`config.mk`:
```
export PLATFORM = sky130hd
export DESIGN_NAME = axis_rr_arb_flat
export DESIGN_NICKNAME = d
export VERILOG_FILES = /design/src/rtl/axis_rr_arb_if.sv /design/src/rtl/axis_rr_arb.sv /design/src/flat_wrapper.sv
export SDC_FILE = /design/constraint.sdc
export NUM_CORES = 1
export LEC_CHECK = 0
export CAP_MARGIN = 25
export CORE_MARGIN = 8
export CORE_UTILIZATION = 40
export CTS_CLUSTER_SIZE = 30
export DETAILED_ROUTE_END_ITERATION = 8
export PLACE_DENSITY = 0.75
export SETUP_SLACK_MARGIN = 0.2
export SLEW_MARGIN = 30
export SYNTH_ARGS = -nofsm -noshare
export SYNTH_HDL_FRONTEND = slang
export SYNTH_SLANG_ARGS = --single-unit
```
`constraint.sdc`:
```
create_clock -name clk -period 1.9 [get_ports clk]
set_input_delay 0.38 -clock clk [delete_from_list [all_inputs] [get_ports clk]]
set_output_delay 0.38 -clock clk [all_outputs]
set_load 0.005 [all_outputs]
```
`src/rtl/axis_rr_arb_if.sv`:
```
// AXI4-Stream style handshake bundle shared by the arbiter ports.
// DATA_W is the payload width in bits and must be a multiple of 8.
interface my_axis_if #(
  parameter int DATA_W = 8
);
  logic [DATA_W-1:0]   tdata;
  logic [DATA_W/8-1:0] tkeep;
  logic                tlast;
  logic                tvalid;
  logic                tready;

  // Stream source side: drives payload and valid, observes ready.
  modport master (output tdata, output tkeep, output tlast, output tvalid,
                  input  tready);

  // Stream sink side: observes payload and valid, drives ready.
  modport slave  (input  tdata, input  tkeep, input  tlast, input  tvalid,
                  output tready);
endinterface

```
`src/rtl/axis_rr_arb.sv`:
```
// Two-input packet-level round-robin arbiter for AXI4-Stream.
// A grant is taken in IDLE and held for the whole packet; the winning
// stream is then passed straight through with no buffering. One IDLE
// cycle always separates consecutive packets, which is where arbitration
// happens. Per-source packet counters wrap silently.
module axis_rr_arb #(
  parameter int DATA_W = 8,
  parameter int CNT_W  = 16
) (
  input  logic             clk,
  input  logic             rst_n,
  my_axis_if.slave         s0_axis,
  my_axis_if.slave         s1_axis,
  my_axis_if.master        m_axis,
  output logic             busy,
  output logic             grant,
  output logic [CNT_W-1:0] pkt_cnt0,
  output logic [CNT_W-1:0] pkt_cnt1
);

  localparam int KEEP_W = DATA_W / 8;

  typedef enum logic {
    IDLE   = 1'b0,
    ACTIVE = 1'b1
  } state_e;

  state_e            state_q, state_d;
  logic              grant_q, grant_d;
  // Reset to 1 so that s0 wins the very first contention.
  logic              last_grant_q, last_grant_d;
  logic [CNT_W-1:0]  cnt0_q, cnt0_d;
  logic [CNT_W-1:0]  cnt1_q, cnt1_d;

  // Payload of whichever input currently holds (or last held) the grant.
  logic [DATA_W-1:0] sel_data;
  logic [KEEP_W-1:0] sel_keep;
  logic              sel_last;
  logic              sel_valid;
  logic              pkt_end;

  // Select the granted input; only meaningful while ACTIVE.
  always_comb begin
    if (grant_q) begin
      sel_data  = s1_axis.tdata;
      sel_keep  = s1_axis.tkeep;
      sel_last  = s1_axis.tlast;
      sel_valid = s1_axis.tvalid;
    end else begin
      sel_data  = s0_axis.tdata;
      sel_keep  = s0_axis.tkeep;
      sel_last  = s0_axis.tlast;
      sel_valid = s0_axis.tvalid;
    end
  end

  // Last beat of the granted packet handed over to the sink this cycle.
  assign pkt_end = (state_q == ACTIVE) && sel_valid && m_axis.tready && sel_last;

  // State, grant and counter registers; reset forces IDLE at once.
  always_ff @(posedge clk or negedge rst_n) begin
    if (!rst_n) begin
      state_q      <= IDLE;
      grant_q      <= 1'b0;
      last_grant_q <= 1'b1;
      cnt0_q       <= '0;
      cnt1_q       <= '0;
    end else begin
      state_q      <= state_d;
      grant_q      <= grant_d;
      last_grant_q <= last_grant_d;
      cnt0_q       <= cnt0_d;
      cnt1_q       <= cnt1_d;
    end
  end

  // Next-state: arbitrate in IDLE, hold the grant in ACTIVE until tlast moves.
  always_comb begin
    state_d      = state_q;
    grant_d      = grant_q;
    last_grant_d = last_grant_q;
    unique case (state_q)
      IDLE: begin
        if (s0_axis.tvalid && s1_axis.tvalid) begin
          // Contention: hand the packet to whoever did not go last.
          grant_d = ~last_grant_q;
          state_d = ACTIVE;
        end else if (s0_axis.tvalid) begin
          grant_d = 1'b0;
          state_d = ACTIVE;
        end else if (s1_axis.tvalid) begin
          grant_d = 1'b1;
          state_d = ACTIVE;
        end
      end
      ACTIVE: begin
        if (pkt_end) begin
          state_d      = IDLE;
          last_grant_d = grant_q;
        end
      end
      default: state_d = IDLE;
    endcase
  end

  // Packet counters advance once per completed packet and wrap freely.
  always_comb begin
    cnt0_d = cnt0_q;
    cnt1_d = cnt1_q;
    if (pkt_end) begin
      if (grant_q) cnt1_d = cnt1_q + 1'b1;
      else         cnt0_d = cnt0_q + 1'b1;
    end
  end

  // Outputs: pass-through of the granted input while ACTIVE, all quiet in IDLE.
  always_comb begin
    m_axis.tdata   = '0;
    m_axis.tkeep   = '0;
    m_axis.tlast   = 1'b0;
    m_axis.tvalid  = 1'b0;
    s0_axis.tready = 1'b0;
    s1_axis.tready = 1'b0;
    busy           = 1'b0;
    if (state_q == ACTIVE) begin
      busy          = 1'b1;
      m_axis.tdata  = sel_data;
      m_axis.tkeep  = sel_keep;
      m_axis.tlast  = sel_last;
      m_axis.tvalid = sel_valid;
      if (grant_q) s1_axis.tready = m_axis.tready;
      else         s0_axis.tready = m_axis.tready;
    end
  end

  assign grant    = grant_q;
  assign pkt_cnt0 = cnt0_q;
  assign pkt_cnt1 = cnt1_q;

endmodule

```
`src/flat_wrapper.sv`:
```
// flat-port wrapper written by rule: the top's interface ports become plain ports
module axis_rr_arb_flat 
#(
  parameter int DATA_W = 8,
  parameter int CNT_W  = 16
)
  (clk, rst_n, busy, grant, pkt_cnt0, pkt_cnt1, s0_axis_tdata, s0_axis_tkeep, s0_axis_tlast, s0_axis_tvalid, s0_axis_tready, s1_axis_tdata, s1_axis_tkeep, s1_axis_tlast, s1_axis_tvalid, s1_axis_tready, m_axis_tdata, m_axis_tkeep, m_axis_tlast, m_axis_tvalid, m_axis_tready);
  my_axis_if #(.DATA_W(DATA_W)) s0_axis_i ();
  my_axis_if #(.DATA_W(DATA_W)) s1_axis_i ();
  my_axis_if #(.DATA_W(DATA_W)) m_axis_i ();
  input  logic clk;
  input  logic rst_n;
  output logic busy;
  output logic grant;
  output logic [CNT_W-1:0] pkt_cnt0;
  output logic [CNT_W-1:0] pkt_cnt1;
  input wire logic [$bits(s0_axis_i.tdata)-1:0] s0_axis_tdata;
  input wire logic [$bits(s0_axis_i.tkeep)-1:0] s0_axis_tkeep;
  input wire logic [$bits(s0_axis_i.tlast)-1:0] s0_axis_tlast;
  input wire logic [$bits(s0_axis_i.tvalid)-1:0] s0_axis_tvalid;
  output wire logic [$bits(s0_axis_i.tready)-1:0] s0_axis_tready;
  input wire logic [$bits(s1_axis_i.tdata)-1:0] s1_axis_tdata;
  input wire logic [$bits(s1_axis_i.tkeep)-1:0] s1_axis_tkeep;
  input wire logic [$bits(s1_axis_i.tlast)-1:0] s1_axis_tlast;
  input wire logic [$bits(s1_axis_i.tvalid)-1:0] s1_axis_tvalid;
  output wire logic [$bits(s1_axis_i.tready)-1:0] s1_axis_tready;
  output wire logic [$bits(m_axis_i.tdata)-1:0] m_axis_tdata;
  output wire logic [$bits(m_axis_i.tkeep)-1:0] m_axis_tkeep;
  output wire logic [$bits(m_axis_i.tlast)-1:0] m_axis_tlast;
  output wire logic [$bits(m_axis_i.tvalid)-1:0] m_axis_tvalid;
  input wire logic [$bits(m_axis_i.tready)-1:0] m_axis_tready;
  assign s0_axis_i.tdata = s0_axis_tdata;
  assign s0_axis_i.tkeep = s0_axis_tkeep;
  assign s0_axis_i.tlast = s0_axis_tlast;
  assign s0_axis_i.tvalid = s0_axis_tvalid;
  assign s0_axis_tready = s0_axis_i.tready;
  assign s1_axis_i.tdata = s1_axis_tdata;
  assign s1_axis_i.tkeep = s1_axis_tkeep;
  assign s1_axis_i.tlast = s1_axis_tlast;
  assign s1_axis_i.tvalid = s1_axis_tvalid;
  assign s1_axis_tready = s1_axis_i.tready;
  assign m_axis_tdata = m_axis_i.tdata;
  assign m_axis_tkeep = m_axis_i.tkeep;
  assign m_axis_tlast = m_axis_i.tlast;
  assign m_axis_tvalid = m_axis_i.tvalid;
  assign m_axis_i.tready = m_axis_tready;
  axis_rr_arb #(.DATA_W(DATA_W), .CNT_W(CNT_W)) u_core (.clk(clk), .rst_n(rst_n), .s0_axis(s0_axis_i), .s1_axis(s1_axis_i), .m_axis(m_axis_i), .busy(busy), .grant(grant), .pkt_cnt0(pkt_cnt0), .pkt_cnt1(pkt_cnt1));
endmodule
```
==> results of run 1 <==
-- state kept, by name, summed over array words and instances (netlist names) --
| register | flops |
|---|---|
| u_core.grant | 1 |
| u_core.pkt_cnt0 | 16 |
| u_core.last_grant_q | 1 |
| u_core.pkt_cnt1 | 16 |
| u_core.state_q | 1 |
-- stage by stage --
stage               util, %  instances
finish                 69.4        328
global route           69.4        328
CTS                    65.6        320
detailed placement     62.4        309
global placement       62.4        309
floorplan                 -        168
-- layout make-up --
cell class,count,area [um^2],share of cell area (%)
timing repair buffer,104,937,31.2
clock buffer,5,68.8,2.29
tap,52,65.1,2.17
inverter,7,26.3,0.875
multi-input combinational,122,1010,33.6
clock inverter,3,15.0,0.500
sequential,35,881,29.3
-- power by group through the flow --
stage	clock network [W]	logic, W	registers, W
floorplan	0	0.000425	0.000983
global placement	0	0.00101	0.00101
detailed placement	0	0.00102	0.00101
CTS	0.000528	0.00104	0.000977
global route	0.000556	0.00132	0.000999
finish	0.000515	0.00120	0.000980
-- cell usage after synthesis --
cell      instances  area, um^2
nor4_1            3        18.8
nand2_1          14        52.6
nor4_2            1        12.5
ha_1              2        25.0
inv_1             7        26.3
nand4_1           6        37.5
nand2b_1          1        6.26
a32o_1            1        10.0
nand2_2           1        6.26
nand4b_4          1        23.8
dfrtp_1          34         851
nor4_4            1        21.3
dfstp_2           1        26.3
xor2_1           13         114
xnor2_1          17         149
o21a_1            1        7.51
nor3_2            1        10.0
clkbuf_1          2        7.51
or4_4             2        22.5
a211oi_1          1        7.51
or4_1             1        7.51
nand3_1           9        45.0
nor2_1           22        82.6
and4_1            1        8.76
a21oi_1           1        5.00
buf_6             2        22.5
and3_1            4        25.0
nor3_1            5        25.0
or2_1             1        6.26
mux2_2            2        22.5
mux2i_1          10         100
-- worst register-to-register path, delay by kind of cell (launching register included) --
kind	cells	cell delay [ns]
xor gates and xnor gates	1	0.17
and+or+nand+nor	3	1.06
buffers and inverters	1	0.13
DFF	1	0.43
-- worst max-delay path by stage --
stage,endpoint,start,depth (start not counted),slack [ns]
floorplan,u_core.pkt_cnt1[11],u_core.grant,6,0.21
global placement,s0_axis_tready,m_axis_tready,4,-0.16
detailed placement,u_core.pkt_cnt0[15],m_axis_tready,5,-0.24
CTS,m_axis_tdata[7],u_core.grant,5,0.02
global route,u_core.pkt_cnt0[15],u_core.grant,5,-0.04
finish,u_core.pkt_cnt0[15],u_core.grant,5,0.04
-- routing by layer --
metal,GRT usage [%],vias up
met5,0,-
met4,3.83,0
met3,7.23,5
met2,24.1,61
met1,15.3,790
li1,-,790
-- timing repair --
item                                    4_1_cts  5_1_grt
endpoints found under the setup margin       25       29
buffers inserted                              3        8
pin swaps                                     4        8
cloned                                        0        0
resized for setup                            70       29
-- kinds of logic (layout without fill, tap and decap cells) --
| family | count (synthesis) | in the layout |
|---|---|---|
| xor+xnor | 30 | 30 |
| fa+ha+maj | 2 | 2 |
| simple gates | 74 | 74 |
| mux | 12 | 12 |
| compound gates | 4 | 4 |
| flops | 35 | 35 |
| buf+inv | 11 | 119 |
-- layout by cell type, fill, tap and decap left out, types with 7 or more instances in the layout --
master           count
buf_2               12
buf_4               25
clkdlybuf4s50_1     53
dfrtp_1             31
inv_1                7
mux2i_1              8
nand2_1             14
nand3_1              8
nor2_1              17
xnor2_1             16
xor2_1              13
==> flow_summary_export.csv, run 1 <==
group,metric,value,unit
global_route,antenna_found_initial,0,
detailed_routing,route.detailed.drc,0,
global_route,first_global_vias,1761,
clock_network,cts_sinks,35,
outcome,status,"complete, no violations",
layout,fill_cells,336,
yosys,synth_mux_area_share,6.87,%
place,dp_slack,-0.236,ns
clock_network,clk_latency,0.29,ns
hold_path,hp-class,"in -> async",
global_route,grt.total_usage,14.3,%
clock_network,cts.path.max_buffers,2,
critical_path,worstPathRequired,2.11,ns
floorplanning,start_util,41.3,%
power_and_ir_drop,p_clk_share,19.1,%
critical_path,cp_slowest_stage_delay,0.59,ns
flow_run,max_cap_viol_count,0,
global_route,grt_pass1_wl,8290,um
yosys,syn_nets,195,
layout,fin_area,0.00300,mm^2
critical_path,crit_type,"reg -> reg",
power_and_ir_drop,peakVddDrop,520,uV
yosys,ys_ff_latch,35,
floorplanning,rows,24,
detailed_routing,wl_met2,2420,um
critical_path,r2r-end,"u_core.pkt_cnt0[15]",
timing,timing.setup.tns,0,ns
yosys,syn_inst,168,
clock_network,cts_hold_buf,0,
power_and_ir_drop,p_leak,1.42,nW
timing,finalHoldViolations,0,
critical_path,r2r-start,"u_core.grant",
yosys,yosys_warnings,0,
critical_path,cp_slowest_cell,"or4_4",
power_and_ir_drop,power_density,898,mW/mm^2
critical_path,cp_num_buf_inv,1,
detailed_routing,first_pass_iters,4,
global_route,grt_max_degree,17,
yosys,syn_avg_cell_area,10.6,um^2
critical_path,arrival,2.07,ns
critical_path,r2r_slack,0.04,ns
detailed_routing,vias,1646,
layout,drive_gt1_share,30.4,%
layout,diodes,0,
critical_path,path_max_fanout,4,
floorplanning,coreArea,0.00432,mm^2
clock_network,cts_buffers,5,
detailed_routing,routed_wl,4850,um
critical_path,crit_chain,"buf_6 -> nand4b_4 -> or4_4 -> nor4_4 -> xor2_1",
critical_path,end_kind,"flip-flop",
yosys,synthDistinctLibCells,31,
timing,min_period_over_period,97.8,%
place,gp_congestion,0.784,
detailed_routing,drt-met1-wl,1920,um
timing,fin_worst_skew,0.00736,ns
detailed_routing,met3_length,455,um
detailed_routing,drt_iter0_drc,46,
floorplanning,die_h,82.8,um
clock_network,cts_tree,"yes",
timing,fmax,0.538,GHz
critical_path,reg2regPathDepth,5,
yosys,synth_compound_area_share,1.68,%
global_route,grt_overflow_total,0,
timing,setup_slack,0.0417,ns
detailed_routing,wl_per_cell,14.8,um
floorplanning,dieArea,0.00686,mm^2
clock_network,cts_max_level,2,
timing,timing.hold.ws,0.363,ns
detailed_routing,highest_layer,"met4",
yosys,synth_top_family_by_area,"simple AND/OR/NAND/NOR gates",
yosys,synthAdderAreaFrac,1.40,%
timing,slew_headroom,74.6,%
floorplanning,dieWidth,82.8,um
place,place_area,0.00270,mm^2
clock_network,path_clk_slew,0.07,ns
timing,period_minus_slack,1.86,ns
place,dp_hpwl,3620,um
timing,final_max_slew_viol_count,0,
layout,fin_nets,302,
detailed_routing,antenna_left,0,
timing,setup_viol_count_final,0,
clock_network,root_buffer,"clkbuf_8",
detailed_routing,detail_route.vias_per_cell,5.02,
yosys,synth-simple-area-share,23.1,%
critical_path,path_delay_family,"simple AND/OR/NAND/NOR gates",
power_and_ir_drop,p_sw_share,31.4,%
power_and_ir_drop,p_seq_share,36.3,%
yosys,syn_area,0.00179,mm^2
floorplanning,io_pins,72,
yosys,synthXorXnorAreaFrac,14.7,%
critical_path,crit_path_start_kind,"flip-flop",
yosys,ys_seq_area_share,49.1,%
power_and_ir_drop,p_total,0.00270,W
power_and_ir_drop,intPower,0.00185,W
timing,tightest_slew,0.381,ns
layout,area.growth.synth_to_final,68.2,%
power_and_ir_drop,p_sw,0.000847,W
timing,rsz0062_at_grt,"yes",
power_and_ir_drop,p_comb_share,44.6,%
place,portBuffers,71,
Power figures use the tool's default switching activity.
==> inputs of run 2 (changes only) <==
--- a/config.mk
+++ b/config.mk
@@ -5,12 +5,13 @@
 export SDC_FILE = /design/constraint.sdc
 export NUM_CORES = 1
 export LEC_CHECK = 0
+export ABC_AREA = 1
 export CAP_MARGIN = 25
-export CORE_MARGIN = 8
+export CORE_MARGIN = 1
 export CORE_UTILIZATION = 40
 export CTS_CLUSTER_SIZE = 30
 export DETAILED_ROUTE_END_ITERATION = 8
-export PLACE_DENSITY = 0.75
+export PLACE_DENSITY = 0.71
 export SETUP_SLACK_MARGIN = 0.2
 export SLEW_MARGIN = 30
 export SYNTH_ARGS = -nofsm -noshare
==> flow_summary_export.csv, run 2 <==
group,metric,value,unit
critical_path,crit_type,"reg -> out",
yosys,syn_area,0.00225,mm^2
flow_run,max_cap_viol_count,0,
floorplanning,coreArea,0.00527,mm^2
clock_network,root_buffer,"clkbuf_8",
global_route,grt_overflow_total,0,
floorplanning,rows,26,
place,portBuffers,71,
timing,slew_headroom,69.7,%
floorplanning,start_util,42.7,%
floorplanning,io_pins,72,
yosys,synthFlopType,"dfrtp_1",
floorplanning,die_h,77.0,um
critical_path,arrival,1.38,ns
power_and_ir_drop,peakVddDrop,638,uV
power_and_ir_drop,p_sw,0.00120,W
yosys,yosysTopAreaCell,"dfrtp_1",
place,dp_slack,-0.108,ns
global_route,grt_pass1_wl,10600,um
detailed_routing,route.detailed.drc,0,
critical_path,end_kind,"output port",
detailed_routing,detail_route.vias_per_cell,4.91,
clock_network,clk_latency,0.29,ns
critical_path,crit_chain,"buf_6 -> buf_6 -> buf_6 -> nor3_2 -> buf_2",
layout,area.growth.synth_to_final,58.7,%
critical_path,cp_slowest_stage_delay,0.44,ns
power_and_ir_drop,p_leak,1.58,nW
yosys,ys_seq_area_share,39.0,%
yosys,synth.most_common_cell,"nand2_1",
power_and_ir_drop,p_comb_share,51.5,%
yosys,syn_inst,338,
clock_network,cts_sinks,35,
yosys,syn_nets,365,
power_and_ir_drop,p_sw_share,36.0,%
detailed_routing,routed_wl,6910,um
yosys,synthDistinctLibCells,27,
timing,period_minus_slack,1.76,ns
timing,final_max_slew_viol_count,0,
critical_path,path_max_fanout,5,
layout,final_common_cell,"nand2_1",
layout,fill_cells,451,
layout,drive_gt1_share,24.1,%
clock_network,cts.path.max_buffers,2,
critical_path,crit_top_cell,"buf_6",
detailed_routing,wl_per_cell,13.4,um
yosys,syn_avg_cell_area,6.66,um^2
layout,fin_nets,470,
detailed_routing,vias,2523,
yosys,synth_common_cells,"nand2_1, dfrtp_1, nor2_1",
yosys,ys_ff_latch,35,
detailed_routing,antenna_left,0,
timing,rsz0062_at_grt,"yes",
detailed_routing,first_pass_iters,4,
critical_path,worstPathRequired,1.52,ns
timing,fmax,0.567,GHz
clock_network,cts_tree,"yes",
power_and_ir_drop,intPower,0.00213,W
floorplanning,dieArea,0.00593,mm^2
layout,diodes,0,
critical_path,crit_path_start_kind,"flip-flop",
timing,fin_worst_skew,0.00974,ns
timing,setup_viol_count_final,0,
layout,mostFrequentLayoutCells,"nand2_1, clkdlybuf4s50_1, nor2_1",
place,place_area,0.00309,mm^2
global_route,antenna_found_initial,0,
layout,fin_area,0.00357,mm^2
clock_network,cts_max_level,2,
yosys,async_flop_share,100,%
critical_path,cp_slowest_cell,"dfrtp_2",
timing,finalHoldViolations,0,
power_and_ir_drop,p_seq_share,28.3,%
detailed_routing,drt_iter0_drc,90,
power_and_ir_drop,p_clk_share,20.2,%
critical_path,path_delay_family,"buffers and inverters",
place,dp_hpwl,4400,um
timing,setup_slack,0.137,ns
place,gp_congestion,0.847,
critical_path,cp_num_buf_inv,4,
timing,tightest_slew,0.454,ns
outcome,status,"complete, no violations",
global_route,grt.total_usage,22.1,%
clock_network,cts_buffers,5,
yosys,synth_area_leaders,"dfrtp_1, nand2_1, nor2_1",
timing,min_period_over_period,92.8,%
power_and_ir_drop,power_density,934,mW/mm^2
yosys,yosys_warnings,0,
clock_network,path_clk_slew,0.08,ns
floorplanning,dieWidth,77.0,um
hold_path,hp-class,"reg -> reg",
global_route,first_global_vias,2260,
yosys,yosysTopAreaCellShare,37.8,%
global_route,grt_max_degree,36,
yosys,synth_edf_count,0,
[run 2: changes by cell type after synthesis, sizes merged, moves of 10 or more]
cell,delta
o21ai,+10
mux2i,-10
xor2,-12
inv,+18
nor2,+11
nand2,+157
[run 2: cells by family after synthesis]
group / after synthesis / share of synthesized area (%)
and+or+nand+nor: 236 / 43.7
DFF: 35 / 39.0
buffers and inverters: 33 / 6.95
AOI/OAI and AO/OA: 21 / 5.01
xor gates and xnor gates: 11 / 4.28
adders and majority gates: 2 / 1.11
[run 2: final timing paths]
path,end,cells after the start,startpoint,slack (ns)
max reg2reg,u_core.pkt_cnt0[9],9,u_core.grant,0.19
min reg2reg,u_core.last_grant_q,2,u_core.last_grant_q,0.47
min,u_core.last_grant_q,2,u_core.last_grant_q,0.47
max in group asynchronous,u_core.grant,2,rst_n,1.05
max,s0_axis_tready,5,u_core.grant,0.14
min in group asynchronous,u_core.pkt_cnt1[13],2,rst_n,0.50
[run 2: cell type report]
type	instances	area (um^2)	share of cell area [%]
Timing Repair inverter	1	6.26	0.175
Clock buffer	5	68.8	1.93
Sequential cell	35	895	25.1
Tap cell	70	87.6	2.45
Timing Repair Buffer	104	996	27.9
Inverter	25	105	2.94
Multi-Input combinational cell	271	1370	38.3
Clock inverter	3	43.8	1.23
[run 2: what timing repair did]
action	CTS	global route
hold buffers	0	0
buffers inserted	15	5
cloned	2	2
gates resized for setup	59	58
pin swaps	4	8
endpoints found under the setup margin	17	56
[run 2: metrics by stage]
stage	cells	hold slack [ns]	util [%]	setup TNS [ns]	power (W)
final	514	0.470	67.7	0	0.00333
after CTS	507	0.472	62.9	0	0.00301
after global placement	482	0.457	58.5	-0.304	0.00209
after global routing	514	0.509	67.7	0	0.00353
after floorplan	338	0.0844	-	0	0.00149
after detailed placement	482	0.458	58.5	-0.512	0.00210
[run 2: power groups by stage]
stage / clock network [W] / logic, W / registers (W)
final: 0.000674 / 0.00172 / 0.000942
after global routing: 0.000716 / 0.00186 / 0.000954
after CTS: 0.000692 / 0.00138 / 0.000935
after detailed placement: 0 / 0.00115 / 0.000956
after global placement: 0 / 0.00114 / 0.000957
after floorplan: 0 / 0.000559 / 0.000930
[run 2: worst min-delay path, cell delays in order, from the launching register on]
cell and delay, ns:
dfstp_2 0.37, nand2_1 0.05, nand2_1 0.05
[run 2: metal layers]
layer  track usage [%]  up-vias  part of all wire (%)
met5                 0        -                     0
met1              28.6     1160                    44
met2              37.2       73                    48
met3              5.00       16                   6.0
li1                  -     1274                     -
met4              5.85        0                   1.9
==> inputs of run 3 (changes only) <==
--- a/config.mk
+++ b/config.mk
@@ -8,10 +8,9 @@
 export ABC_AREA = 1
 export CAP_MARGIN = 25
 export CORE_MARGIN = 1
-export CORE_UTILIZATION = 40
+export CORE_UTILIZATION = 31
 export CTS_CLUSTER_SIZE = 30
 export DETAILED_ROUTE_END_ITERATION = 8
-export PLACE_DENSITY = 0.71
 export SETUP_SLACK_MARGIN = 0.2
 export SLEW_MARGIN = 30
 export SYNTH_ARGS = -nofsm -noshare
==> flow_summary_export.csv, run 3 (same netlist as run 2, synthesis figures left out) <==
group,metric,value,unit
global_route,grt.total_usage,18.3,%
critical_path,worstPathRequired,2.08,ns
layout,drive_gt1_share,25.3,%
floorplanning,dieWidth,87.2,um
clock_network,cts_hold_buf,0,
layout,fin_nets,477,
critical_path,path_max_fanout,5,
detailed_routing,drt_iter0_drc,91,
detailed_routing,routed_wl,6930,um
global_route,grt_overflow_total,0,
layout,mostFrequentLayoutCells,"nand2_1, clkdlybuf4s50_1, nor2_1",
clock_network,root_buffer,"clkbuf_8",
critical_path,r2r_slack,0.14,ns
layout,fin_area,0.00364,mm^2
place,dp_slack,-0.0870,ns
critical_path,end_kind,"flip-flop",
detailed_routing,wl_per_cell,12.7,um
power_and_ir_drop,p_leak,1.62,nW
clock_network,cts.path.max_buffers,2,
critical_path,cp_slowest_stage_delay,0.47,ns
floorplanning,io_pins,72,
detailed_routing,detail_route.vias_per_cell,4.61,
place,portBuffers,71,
global_route,grt_max_degree,36,
outcome,status,"complete, no violations",
timing,tightest_slew,0.447,ns
timing,setup_viol_count_final,0,
detailed_routing,first_pass_iters,4,
timing,slew_headroom,69.9,%
global_route,grt_pass1_wl,10700,um
floorplanning,die_h,87.2,um
clock_network,cts_tree,"yes",
layout,seq_area,890,um^2
clock_network,path_clk_slew,0.07,ns
power_and_ir_drop,power_density,932,mW/mm^2
critical_path,crit_type,"reg -> reg",
hold_path,hp-class,"in -> async",
critical_path,arrival,1.94,ns
timing,setup_slack,0.140,ns
floorplanning,rows,30,
detailed_routing,vias,2522,
timing,period_minus_slack,1.76,ns
timing,rsz0062_at_grt,"yes",
layout,final_common_cell,"nand2_1",
place,place_area,0.00314,mm^2
timing,fin_worst_skew,0.00569,ns
clock_network,clk_latency,0.29,ns
place,dp_hpwl,4350,um
detailed_routing,route.detailed.drc,0,
flow_run,max_cap_viol_count,0,
timing,fmax,0.568,GHz
layout,multiInputGateArea,0.00138,mm^2
layout,area.growth.synth_to_final,62.0,%
floorplanning,start_util,32.6,%
global_route,antenna_found_initial,0,
clock_network,cts_sinks,35,
timing,final_max_slew_viol_count,0,
critical_path,crit_path_start_kind,"flip-flop",
timing,finalHoldViolations,0,
critical_path,crit_chain,"buf_8 -> buf_6 -> nand2_2 -> buf_4 -> o211ai_1 -> nor2_4 -> buf_12 -> buf_8 -> nand3_2 -> nand2_1 -> nand2_1",
clock_network,cts_max_level,2,
floorplanning,dieArea,0.00760,mm^2
critical_path,cp_slowest_cell,"dfrtp_2",
floorplanning,coreArea,0.00691,mm^2
detailed_routing,antenna_left,0,
power_and_ir_drop,peakVddDrop,444,uV
clock_network,cts_buffers,5,
layout,fill_cells,678,
global_route,first_global_vias,2310,
place,gp_congestion,0.851,
layout,diodes,0,
timing,min_period_over_period,92.6,%
==> run 3: stage by stage <==
stage	total power, W	setup TNS, ns	util [%]	hold WS, ns	instances
after global placement	0.00211	-0.394	45.4	0.453	511
final	0.00340	0	52.8	0.121	547
after floorplan	0.00149	0	-	0.0844	338
after CTS	0.00316	0	50.2	0.141	542
after global routing	0.00361	0	52.8	0.167	547
after detailed placement	0.00212	-0.623	45.4	0.455	511
==> run 3: cell type report <==
cell class	count	share of cell area, %
Multi-Input combinational cell	272	37.8
Timing Repair Buffer	111	28.9
Sequential cell	35	24.4
Tap cell	96	3.30
Inverter	25	2.88
Clock buffer	8	2.75
==> run 3: worst max-delay path, delay by kind of cell, from the launching register on <==
| family | cells | cell delay [ns] |
|---|---|---|
| DFF | 1 | 0.47 |
| buffers and inverters | 5 | 0.64 |
| AOI/OAI and AO/OA | 1 | 0.15 |
| and+or+nand+nor | 5 | 0.40 |
==> run 3: metal layers <==
| layer | vias to the layer above | GRT usage, % | wire, um |
|---|---|---|---|
| met5 | - | 0 | 0 |
| met4 | 0 | 5.66 | 53 |
| met3 | 4 | 4.36 | 455 |
| met2 | 82 | 29.6 | 3280 |
| met1 | 1149 | 24.2 | 3140 |
| li1 | 1287 | - | - |
==> run 3: final timing paths <==
path,cells past startpoint,endpoint,startpoint
min,2,u_core.pkt_cnt0[7],rst_n
max,11,u_core.pkt_cnt1[14],u_core.grant
max reg2reg,11,u_core.pkt_cnt1[14],u_core.grant
max in group asynchronous,2,u_core.last_grant_q,rst_n
min in group clk,2,u_core.last_grant_q,u_core.last_grant_q
min reg2reg,2,u_core.last_grant_q,u_core.last_grant_q
==> run 3: repair_timing <==
action,CTS,global route
endpoints found under the setup margin,32,59
resized for setup,76,49
cloned,3,0
pin swaps,12,19
setup buffers,20,5
==> run 3: power breakdown <==
part           internal, W  total, W  switching (W)
Clock             0.000331  0.000605       0.000274
Combinational      0.00100   0.00184       0.000836
Sequential        0.000838  0.000953       0.000115
